===== config.mk =====
export PLATFORM = sky130hd
export DESIGN_NAME = axis_splitter
export DESIGN_NICKNAME = d
export VERILOG_FILES = /design/src/rtl/axis_splitter.sv
export SDC_FILE = /design/constraint.sdc
export NUM_CORES = 1
export LEC_CHECK = 0
export CAP_MARGIN = 20
export CORE_MARGIN = 4
export CORE_UTILIZATION = 36
export CTS_CLUSTER_SIZE = 10
export DETAILED_ROUTE_END_ITERATION = 10
export PLACE_DENSITY = 0.6
export SYNTH_ARGS = -nofsm -noshare
export SYNTH_HDL_FRONTEND = slang
export SYNTH_SLANG_ARGS = --single-unit

===== constraint.sdc =====
create_clock -name clk -period 3.6 [get_ports clk]
set_input_delay 0.72 -clock clk [delete_from_list [all_inputs] [get_ports clk]]
set_output_delay 0.72 -clock clk [all_outputs]
set_load 0.02 [all_outputs]

===== src/rtl/axis_splitter.sv =====
// rtl/axis_splitter.sv - splits one AXIS packet into NUM_STREAMS length-defined sub-packets
module axis_splitter #(
  parameter int AXIS_BYTES     = 1,
  parameter int AXIS_USER_BITS = 1,
  parameter int NUM_STREAMS    = 1,
  parameter int LEN_BITS       = 16
) (
  input  logic                                  clk,
  input  logic                                  sresetn,
  input  logic                                  axis_i_tvalid,
  output logic                                  axis_i_tready,
  input  logic                                  axis_i_tlast,
  input  logic [AXIS_BYTES-1:0]                 axis_i_tkeep,
  input  logic [8*AXIS_BYTES-1:0]               axis_i_tdata,
  input  logic [AXIS_USER_BITS-1:0]             axis_i_tuser,
  output logic [NUM_STREAMS-1:0]                axis_o_tvalid,
  input  logic [NUM_STREAMS-1:0]                axis_o_tready,
  output logic [NUM_STREAMS-1:0]                axis_o_tlast,
  output logic [NUM_STREAMS*AXIS_BYTES-1:0]     axis_o_tkeep,
  output logic [NUM_STREAMS*8*AXIS_BYTES-1:0]   axis_o_tdata,
  output logic [NUM_STREAMS*AXIS_USER_BITS-1:0] axis_o_tuser,
  input  logic [NUM_STREAMS*LEN_BITS-1:0]       lengths_i,
  output logic                                  err_o
);
  localparam int CW = $clog2(NUM_STREAMS + 1);

  typedef enum logic [1:0] {LOAD, SKIP_CHK, STREAM, DRAIN} state_t;

  state_t              state;
  logic [CW-1:0]       ctr;
  logic [LEN_BITS-1:0] beat_ctr;
  logic [LEN_BITS-1:0] len_q [NUM_STREAMS];
  logic [LEN_BITS-1:0] cur_len;
  logic [LEN_BITS-1:0] cur_len_m1;
  logic                rest_zero;
  logic                seg_last;
  logic                hs;
  logic [NUM_STREAMS-1:0] sel;

  // Current segment length and whether every later segment is empty.
  always_comb begin
    cur_len   = '0;
    rest_zero = 1'b1;
    sel       = '0;
    for (int i = 0; i < NUM_STREAMS; i++) begin
      if (ctr == CW'(i)) cur_len = len_q[i];
      if (CW'(i) > ctr && len_q[i] != '0) rest_zero = 1'b0;
      sel[i] = (state == STREAM) && (ctr == CW'(i));
    end
  end

  assign cur_len_m1 = cur_len - LEN_BITS'(1);
  assign seg_last   = (beat_ctr == cur_len_m1);

  assign axis_o_tvalid = sel & {NUM_STREAMS{axis_i_tvalid}};
  assign axis_o_tlast  = sel & {NUM_STREAMS{seg_last | axis_i_tlast}};
  assign axis_o_tdata  = {NUM_STREAMS{axis_i_tdata}};
  assign axis_o_tkeep  = {NUM_STREAMS{axis_i_tkeep}};
  assign axis_o_tuser  = {NUM_STREAMS{axis_i_tuser}};
  assign axis_i_tready = (state == DRAIN) | (|(sel & axis_o_tready));
  assign hs            = axis_i_tvalid & axis_i_tready;

  always_ff @(posedge clk) begin
    if (!sresetn) begin
      state    <= LOAD;
      ctr      <= '0;
      beat_ctr <= '0;
      err_o    <= 1'b0;
    end else begin
      err_o <= 1'b0;
      case (state)
        LOAD: begin
          for (int i = 0; i < NUM_STREAMS; i++)
            len_q[i] <= lengths_i[(i+1)*LEN_BITS-1 -: LEN_BITS];
          ctr   <= '0;
          state <= SKIP_CHK;
        end
        SKIP_CHK: begin
          if (ctr == CW'(NUM_STREAMS)) begin
            state <= DRAIN;
          end else if (cur_len == '0) begin
            ctr <= ctr + CW'(1);
          end else begin
            beat_ctr <= '0;
            state    <= STREAM;
          end
        end
        STREAM: begin
          if (hs) begin
            // Input tlast always ends the packet; it is clean only at the final segment's end.
            if (axis_i_tlast) begin
              err_o <= !(seg_last && rest_zero);
              state <= LOAD;
            end else if (seg_last) begin
              ctr   <= ctr + CW'(1);
              state <= SKIP_CHK;
            end else begin
              beat_ctr <= beat_ctr + LEN_BITS'(1);
            end
          end
        end
        DRAIN: begin
          if (hs && axis_i_tlast) begin
            err_o <= 1'b1;
            state <= LOAD;
          end
        end
        default: state <= LOAD;
      endcase
    end
  end
endmodule


== Yosys cells after proc, flatten, opt, wreduce, memory -nomap -nowiden ==
Memories as Yosys holds them, arrays and structs flattened.
Cells that the tools add are included.

* Flip-flop bits (word level): 20
* Memory bits (writable): 16
* Input bits: 31
* Output and inout port bits: 14
* Memories kept: 1

{| class="wikitable"
|+ Memory list
! name !! depth !! width !! read ports !! clocked after memory_dff !! wr ports !! line !! RTL
|-
| len_q || 1 || 16 || 1 || 0 || 1 || 32 || <nowiki>logic [LEN_BITS-1:0] len_q [NUM_STREAMS];</nowiki>
|}

* Add/subtract/negate cells: 3
* Magnitude comparators: 1
* Equal/unequal tests: 13
* Muxes and demuxes: 28
* Bitwise logic cells: 7
* Reduce and logical (&&, ||, !) cells: 13

{| class="wikitable"
|+ Operators with widths
! cell !! number
|-
| 16-bit 2-to-1 mux || 6
|-
| 16-bit one-hot mux with 2 select lines || 1
|-
| 16-bit by 1-bit adder with 16-bit output (second input constant) || 1
|-
| 16-bit == test || 1
|-
| 16-bit logical NOT || 1
|-
| 16-bit nonzero test || 1
|-
| 16-bit by 1-bit subtractor with 16-bit output (second input constant) || 1
|-
| 1-bit 2-to-1 mux || 12
|-
| 2-bit 2-to-1 mux || 6
|-
| 2-bit != test (second input constant) || 6
|-
| 2-bit one-hot mux with 4 select lines || 1
|-
| 4-bit AND reduction || 2
|-
| 3-bit != test (second input constant) || 2
|-
| 6-bit AND reduction || 1
|-
| 1-bit AND || 4
|-
| 2-bit == test (second input constant) || 2
|-
| 1-bit logical AND || 4
|-
| 1-bit one-hot mux with 3 select lines || 1
|-
| 3-bit nonzero test || 1
|-
| 2-bit by 1-bit == test with 1-bit output (second input constant) || 1
|-
| 2-bit logical NOT || 1
|-
| 2-bit by 1-bit != test with 1-bit output (second input constant) || 1
|-
| 1-bit bitwise OR || 2
|-
| 1-bit one-hot mux with 2 select lines || 1
|-
| 5 further kinds || 5
|}

== Longest topological paths before layout ==
Gate-level depths: netlist of the first run.

* Word-level depth: 8
* Depth in mapped cells: 15
* Gate-level depth less buffers: 12

== Least setup slack after synthesis of the first run ==
OpenSTA, ideal clock, no wires.

* Kind: flip-flop to output port
* Start: memory len_q[0][2]
* End: output port axis_o_tlast
* Arrival: 3.064 ns
* Required time: 2.880 ns
* Path slack: -0.184 ns
* Stages on the path, launching flop included: 11
* Buffers on the path: 3
* Path through: edfxtp_1 > buf_2 > or4_1 > clkbuf_2 > nor4_1 > xor2_1 > or3_1 > a2111o_1 > a2111oi_4 > buf_6 > o21a_1

* Longest elaborated chain between the ends: 6

{| class="wikitable"
|+ Ends and longest elaborated chain
! what !! line !! RTL
|-
| from (decl) || 32 ||
|-
| memory 1 x 16 bit || - ||
|-
| 16-bit 2-to-1 mux || 46 || <nowiki>if (ctr == CW'(i)) cur_len = len_q[i];</nowiki>
|-
| 16-bit by 1-bit subtractor with 16-bit output || 52 || <nowiki>assign cur_len_m1 = cur_len - LEN_BITS'(1);</nowiki>
|-
| 16-bit == test || 53 || <nowiki>assign seg_last = (beat_ctr == cur_len_m1);</nowiki>
|-
| 1-bit bitwise OR || 56 || <nowiki>assign axis_o_tlast = sel & {NUM_STREAMS{seg_last | axis_i_tlast}};</nowiki>
|-
| 1-bit AND || 56 ||
|-
| to (decl) || 18 || <nowiki>output logic [NUM_STREAMS-1:0] axis_o_tlast,</nowiki>
|}

No other way between the ends.

== Worst setup path in the final report of the first run ==
* Start: memory len_q[0][10]
* End: output port axis_o_tlast

The elaborated chain is that of the path after synthesis.

==> metrics.md, run 1 <==
| Metric | Value |
|---|---|
| Crit path capture type | output port |
| Min setup slack post-route | -0.215 ns |
| Post-Synth Adder-Cell Area | 4.24% |
| Hold Startpoint | state[1]$_SDFFE_PN0P_ |
| Worst-case clock buffer depth | 2 |
| Layout net count | 394 |
| Status | finished with violations |
| Internal | 914 µW |
| Most Crowded Layer GR | met2 |
| Critical path cell sequence | or4_4 -> or4_1 -> or3_4 -> a21oi_2 -> a22oi_4 -> a2111oi_4 -> o21a_4 -> buf_6 |
| Wire length of the first global-routing pass | 11200 µm |
| Max Fclk | 0.262 GHz |
| Synth Area in Simple Gates | 24.8% |
| Crit share post-route | 106% |
| Met2 usage | 26.4% |
| Synth Area in XOR/XNOR | 5.61% |
| Number of port buffers | 24 |
| Switch share | 37.1% |
| Commonest non-fill, non-tap cell in the layout | buf_4 |
| I/O Pins | 45 |
| Antenna Cells | 0 |
| Rel. slew slack | 36.4% |
| Clock tree sinks | 36 |
| RR Startpoint | len_q[0][10]$_DFFE_PP_ |
| R2R Path End | beat_ctr[9]$_SDFFE_PN0P_ |
| GRT Util Overall | 15.9% |
| Leak | 0.00120 µW |
| Part of the power in registers | 36.6% |
| Worst Path Required | 2.88 ns |
| Core Rows | 31 |
| 1st-iter DRT viols | 193 |
| Clock Pin Slew Worst Setup and Hold Paths | 0.07 ns |
| Die W | 93.9 µm |
| Vias in the first global route | 2374 |
| Max-Cap Viols | 0 |
| Most area-hungry cell type in the Yosys netlist | edfxtp_1 |
| Final ANT Viol Nets | 0 |
| CP max stage delay | 0.59 ns |
| Synth area leaders | edfxtp_1 (18%), dfxtp_1 (15%), xnor2_1 (4.6%) |
| WL/cell | 15.2 µm |
| Commonest cells after routing, fill and taps aside | buf_4 (48), clkdlybuf4s50_1 (23), nand2_1 (22) |
| Area growth syn-to-layout | 27.6% |
| Area of the die | 8810 µm² |
| Cells after Synth | 304 |
| Worst IR Drop VDD | 261 µV |
| Sequential area share after synthesis | 33.2% |
| RSZ-0062 raised after global routing | true |
| Warnings from Yosys | 0 |
| Failing checks | negative setup slack |
| Main combinational cell family by area after synthesis | simple AND/OR/NAND/NOR gates |
| Cell variety after synth | 63 |
| Placer Congestion | 0.862 |
| Number of synthesized flops with an enable pin | 16 |
| R2r worst-path depth | 10 |
| Worst setup SP type | flip-flop |
| Net Count, Synth | 344 |
| Synth top area share | 18.1% |
| Post-Layout Cell Count | 454 |
| Syn_area_per_cell | 8.73 µm² |
| Post-synth ARST share | 0% |
| CTS buffer count | 5 |
| Post-Place Worst Slack | -0.445 ns |
| Top_reg_cell synth | dfxtp_1 |
| Vias per std cell | 5.49 |
| CP max stage cell | or4_4 |
| Power per cell area | 429 nW/µm² |
| Via count | 2493 |
| Clock share of power | 19.2% |
| #FFs+latches synth | 36 |
| Worst Path Arrival | 3.09 ns |
| Layout cells sized above 1 | 22.8% |
| P_sw | 539 µW |
| Mux contribution to synthesized area | 0.754% |
| Reg2reg setup slack | 0.13 ns |
| Met3 Use GR | 2.16% |
| Core Area | 7210 µm² |
| Hold Path Stages | 2 |
| Remaining global-route overflow | 0 |
| Comb pwr share | 44.2% |
| CP Max Fanout | 3 |
| Worst skew pair latency | 0.29 ns |
| Tmin final | 3.81 ns |
| Measured slew at the worst slew-check pin | 0.945 ns |
| CTS Hold Bufs | 0 |
| Drt first pass iters | 4 |
| Largest net degree at the start of global routing | 24 |
| Post-DP HPWL | 5280 µm |
| Final hold vios | 0 |
| Initial antenna violation count | 0 |
| Die height | 93.9 µm |
| HP Class | flip-flop to flip-flop |
| Synth Cell Area | 2650 µm² |
| Setup CP Type | flip-flop to output port |
| Synth Area in Compound Gates | 23.7% |
| CP Launch Point | len_q[0][10]$_DFFE_PP_ |
| Inst Count DP | 445 |
| Min-Delay Endpoint | state[1]$_SDFFE_PN0P_ |
| Met1 Use GR | 21.2% |
| Layout Skew | 0.00619 ns |
| Slew Viols, Final | 0 |
| Setup violators final | 1 |
| Initial core utilization | 36.8% |
| Root Buffer | clkbuf_8 |
| Post-route DRC | 0 |
| Drt total wl | 6880 µm |
| H-tree depth | 2 |
| TritonCTS clock tree | built |
per-stage QoR:
stage	hold slack (ns)	total power, µW	TNS [ns]	util, %	instance area (µm²)
finish	0.534	1450	-0.215	46.9	3390
detailed placement	0.529	1160	-0.445	44.7	3230
global route	0.558	1550	-0.316	46.9	3390
CTS	0.539	1440	-0.266	46.2	3330
floorplan	0.474	932	-0.0378	-	2670
global placement	0.513	1150	-0.393	44.7	3230
layer usage:
metal	up-vias	share of wire, %
met5	-	0
met4	0	1.7
met3	13	4.3
met2	47	47
met1	1193	47
li1	1240	-
registers in the layout, indices dropped and copies added, names as in the netlist:
signal and flops:
beat_ctr 16, ctr 1, err_o 1, len_q 16, state 2
how the worst max path moves through the flow:
stage / cells after the start / to
after floorplan: 10 / axis_o_tlast
after global placement: 8 / axis_o_tlast
after detailed placement: 8 / axis_o_tlast
after CTS: 8 / axis_o_tlast
after global routing: 11 / axis_o_tlast
final: 8 / axis_o_tlast
layout make-up:
cell class | count | area (µm²)
clock buffer | 7 | 76.3
clock inverter | 1 | 3.75
fill | 715 | 3830
inverter | 12 | 45.0
multi-input combinational | 227 | 1650
sequential | 36 | 881
tap | 99 | 124
timing repair buffer | 72 | 602
critical path, delay by kind of cell, from the launching register on:
family | cells | cell delay (ns)
AO/OA/AOI/OAI | 4 | 0.91
flip-flops | 1 | 0.40
AND/OR/NAND/NOR | 3 | 1.40
buffers and inverters | 1 | 0.11
power groups by stage:
stage	Clock (µW)	Sequential, µW	Combinational [µW]
floorplan	0	540	392
global placement	0	538	610
detailed placement	0	540	615
CTS	288	532	623
global route	305	539	705
finish	279	532	642
kinds of logic after synthesis:
family / after synthesis
compound gates: 82
xor+xnor: 17
fa+ha+maj: 9
buf+inv: 41
flops: 36
mux: 2
simple gates: 117
Yosys cell counts, types with 4 or more instances:
cell       n
nor2_1    17
buf_4     10
a21oi_1   19
o211ai_1   4
and4_1     4
xnor2_1   14
ha_1       9
nand3_1   11
inv_1     12
nor3_1    10
o21a_1     4
edfxtp_1  16
a21o_1     4
dfxtp_1   20
nand2_1   22
or3_1      4
nand4_1    7
clkbuf_1  13
o21ai_0   10
a211oi_1   4
and2_1     4
and3_1     4
nor2b_1    4
or4_1      5
nor4_1     7
repair_timing:
action                     4_1_cts  5_1_grt
pin swaps                        5        4
setup endpoints to repair        1       10
setup buffers                    1        0
gates cloned                     0        0
gates resized for setup         10       14
(Power assumes the default switching activity.)
==> run 2, diff against run 1 <==
Settings changed: CORE_MARGIN 4 to 10, TNS_END_PERCENT set to 1.
==> run 2 against run 1 <==
Net effect: the flow still finishes with violations (negative setup slack); critical path type unchanged; register-to-register slack got worse by 0.11 ns; setup slack lost 0.063 ns; via count grew 1.4%; power is 1.0% higher; largest cell class unchanged; routed wire length increased by 6.7%; sequential power up 2%; sequential share of layout area fell by 0.41 points; core utilization up 0.75 points; first-iteration DRC count decreased by 13%.
==> metrics.md, run 2 (same netlist as run 1, synthesis figures left out) <==
| Metric | Value |
|---|---|
| Crit path capture type | output port (unchanged) |
| Worst Path Arrival | 3.16 ns (was 3.09 ns) |
| Status | finished with violations (unchanged) |
| Max-Cap Viols | 0 (unchanged) |
| Layout Skew | 0.0115 ns (was 0.00619 ns) |
| Drt total wl | 7350 µm (was 6880 µm) |
| CTS Hold Bufs | 0 (unchanged) |
| WL/cell | 16.0 µm (was 15.2 µm) |
| Wire length of the first global-routing pass | 12200 µm (was 11200 µm) |
| TritonCTS clock tree | built (unchanged) |
| Rel. slew slack | 31.1% (was 36.4%) |
| Final instance area | 3440 µm² (was 3390 µm²) |
| Root Buffer | clkbuf_8 (unchanged) |
| Failing checks | negative setup slack (unchanged) |
| Initial antenna violation count | 0 (unchanged) |
| Crit share post-route | 108% (was 106%) |
| Largest registers | beat_ctr (16), len_q (16), state (2) (unchanged) |
| Tmin final | 3.88 ns (was 3.81 ns) |
| Remaining global-route overflow | 0 (unchanged) |
| CP Max Fanout | 3 (unchanged) |
| CP Launch Point | len_q[0][9]$_DFFE_PP_ (was len_q[0][10]$_DFFE_PP_) |
| Measured slew at the worst slew-check pin | 1.03 ns (was 0.945 ns) |
| Commonest non-fill, non-tap cell in the layout | buf_4 (unchanged) |
| I/O Pins | 45 (unchanged) |
| DP Area | 3240 µm² (was 3230 µm²) |
| Clock tree sinks | 36 (unchanged) |
| Worst Path Required | 2.88 ns (about the same) |
| Area of the die | 11200 µm² (was 8810 µm²) |
| Final Total Pwr | 1470 µW (was 1450 µW) |
| Setup CP Type | flip-flop to output port (unchanged) |
| Met3 Use GR | 2.25% (was 2.16%) |
| Met2 usage | 21.4% (was 26.4%) |
| Placer Congestion | 0.894 (was 0.862) |
| Commonest cells after routing, fill and taps aside | buf_4 (53), clkdlybuf4s50_1 (23), nand2_1 (22) (was buf_4 (48), clkdlybuf4s50_1 (23), nand2_1 (22)) |
| Clock Pin Slew Worst Setup and Hold Paths | 0.08 ns (was 0.07 ns) |
| Antenna Cells | 0 (unchanged) |
| Worst-case clock buffer depth | 2 (unchanged) |
| Core Area | 7210 µm² (unchanged) |
| Final hold vios | 0 (unchanged) |
| Worst skew pair latency | 0.30 ns (was 0.29 ns) |
| H-tree depth | 2 (unchanged) |
| Most Crowded Layer GR | met2 (unchanged) |
| Die height | 106 µm (was 93.9 µm) |
| Slew Viols, Final | 0 (unchanged) |
| Via count | 2527 (was 2493) |
| GRT Util Overall | 13.1% (was 15.9%) |
| Initial core utilization | 36.8% (unchanged) |
| Layout net count | 399 (was 394) |
| Largest net degree at the start of global routing | 24 (unchanged) |
| Post-Place Worst Slack | -0.472 ns (was -0.445 ns) |
| Setup violators final | 1 (unchanged) |
| Drt first pass iters | 4 (unchanged) |
| Leak | 0.00121 µW (was 0.00120 µW) |
| Min setup slack post-route | -0.277 ns (was -0.215 ns) |
| Max Fclk | 0.258 GHz (was 0.262 GHz) |
| R2R Path End | beat_ctr[9]$_SDFFE_PN0P_ (unchanged) |
| R2r worst-path depth | 11 (was 10) |
| Power per cell area | 427 nW/µm² (was 429 nW/µm²) |
| Die W | 106 µm (was 93.9 µm) |
| RSZ-0062 raised after global routing | true (unchanged) |
| Worst setup SP type | flip-flop (unchanged) |
| Number of port buffers | 24 (unchanged) |
| Post-DP HPWL | 5470 µm (was 5280 µm) |
| Fin Setup TNS | -0.277 ns (was -0.215 ns) |
| Vias in the first global route | 2481 (was 2374) |
| Post-route DRC | 0 (unchanged) |
| 1st-iter DRT viols | 168 (was 193) |
| CTS buffer count | 5 (unchanged) |
| Worst IR Drop VDD | 286 µV (was 261 µV) |
| HP Class | flip-flop to flip-flop (unchanged) |
| Reg2reg setup slack | 0.02 ns (was 0.13 ns) |
| RR Startpoint | len_q[0][9]$_DFFE_PP_ (was len_q[0][10]$_DFFE_PP_) |
| Core Rows | 31 (unchanged) |
| CP Capture Point | axis_o_tlast (unchanged) |
| Met1 Use GR | 16.7% (was 21.2%) |
| Final ANT Viol Nets | 0 (unchanged) |
| Vias per std cell | 5.51 (was 5.49) |
| Layout cells sized above 1 | 25.3% (was 22.8%) |
| Final core utilization | 47.7% (was 46.9%) |
| Area growth syn-to-layout | 29.6% (was 27.6%) |
==> run 2: how the worst min path moves through the flow <==
stage                                          from                        end  slack (ns)  depth (start not counted)
after floorplan           beat_ctr[15]$_SDFFE_PN0P_  beat_ctr[15]$_SDFFE_PN0P_        0.47                          2
after global placement     beat_ctr[0]$_SDFFE_PN0P_   beat_ctr[0]$_SDFFE_PN0P_        0.51                          2
after detailed placement   beat_ctr[0]$_SDFFE_PN0P_   beat_ctr[0]$_SDFFE_PN0P_        0.51                          2
after CTS                  beat_ctr[0]$_SDFFE_PN0P_   beat_ctr[0]$_SDFFE_PN0P_        0.52                          2
after global routing       beat_ctr[0]$_SDFFE_PN0P_   beat_ctr[0]$_SDFFE_PN0P_        0.55                          2
final                      beat_ctr[0]$_SDFFE_PN0P_   beat_ctr[0]$_SDFFE_PN0P_        0.53                          2
==> run 2: final cells by class <==
type                       instances  area, µm²
clock buffer                       5       68.8
tap                               99        124
timing repair buffer              77        639
multi-input combinational        227       1660
fill                             733       3770
inverter                          12       45.0
sequential                        36        881
clock inverter                     3       18.8
==> run 2: timing repair <==
item / CTS / global route
pin swaps: 6 / 5
gates resized for setup: 18 / 9
setup endpoints to repair: 1 / 10
setup buffers: 4 / 0
gates cloned: 0 / 0
hold endpoints to repair: 0 / 0
==> run 2: critical path, stage by stage, from the launching register on <==
cell	delay [ns]
edfxtp_1	0.41
or4_4	0.56
or4_4	0.43
or3_4	0.36
a21oi_1	0.28
a22oi_4	0.12
a2111oi_4	0.41
o21a_4	0.19
buf_6	0.11
==> run 2: stage by stage <==
step,instances,hold WS (ns)
after global routing,459,0.555
after detailed placement,447,0.513
after global placement,447,0.512
after floorplan,304,0.474
after CTS,459,0.524
final,459,0.532
==> run 2: report_power, final <==
| part | total, µW | leakage, µW | switching [µW] | internal, µW |
|---|---|---|---|---|
| clock | 290 | 0.0000378 | 157 | 134 |
| combinational | 633 | 0.000862 | 351 | 282 |
| sequential | 544 | 0.000313 | 53.2 | 491 |
| total | 1470 | 0.00121 | 561 | 907 |
==> run 2: metal layers <==
| metal | vias up | share of wire, % |
|---|---|---|
| met5 | - | 0 |
| met4 | 0 | 1.8 |
| met3 | 12 | 5.2 |
| met2 | 46 | 47 |
| met1 | 1221 | 46 |
| li1 | 1248 | - |
==> run 3, diff against run 2 <==
Settings changed: ABC_CLOCK_PERIOD_IN_PS set to 3600.
==> results of run 3 <==
No change in the layout: final DEF, timing and power equal those of run 2.
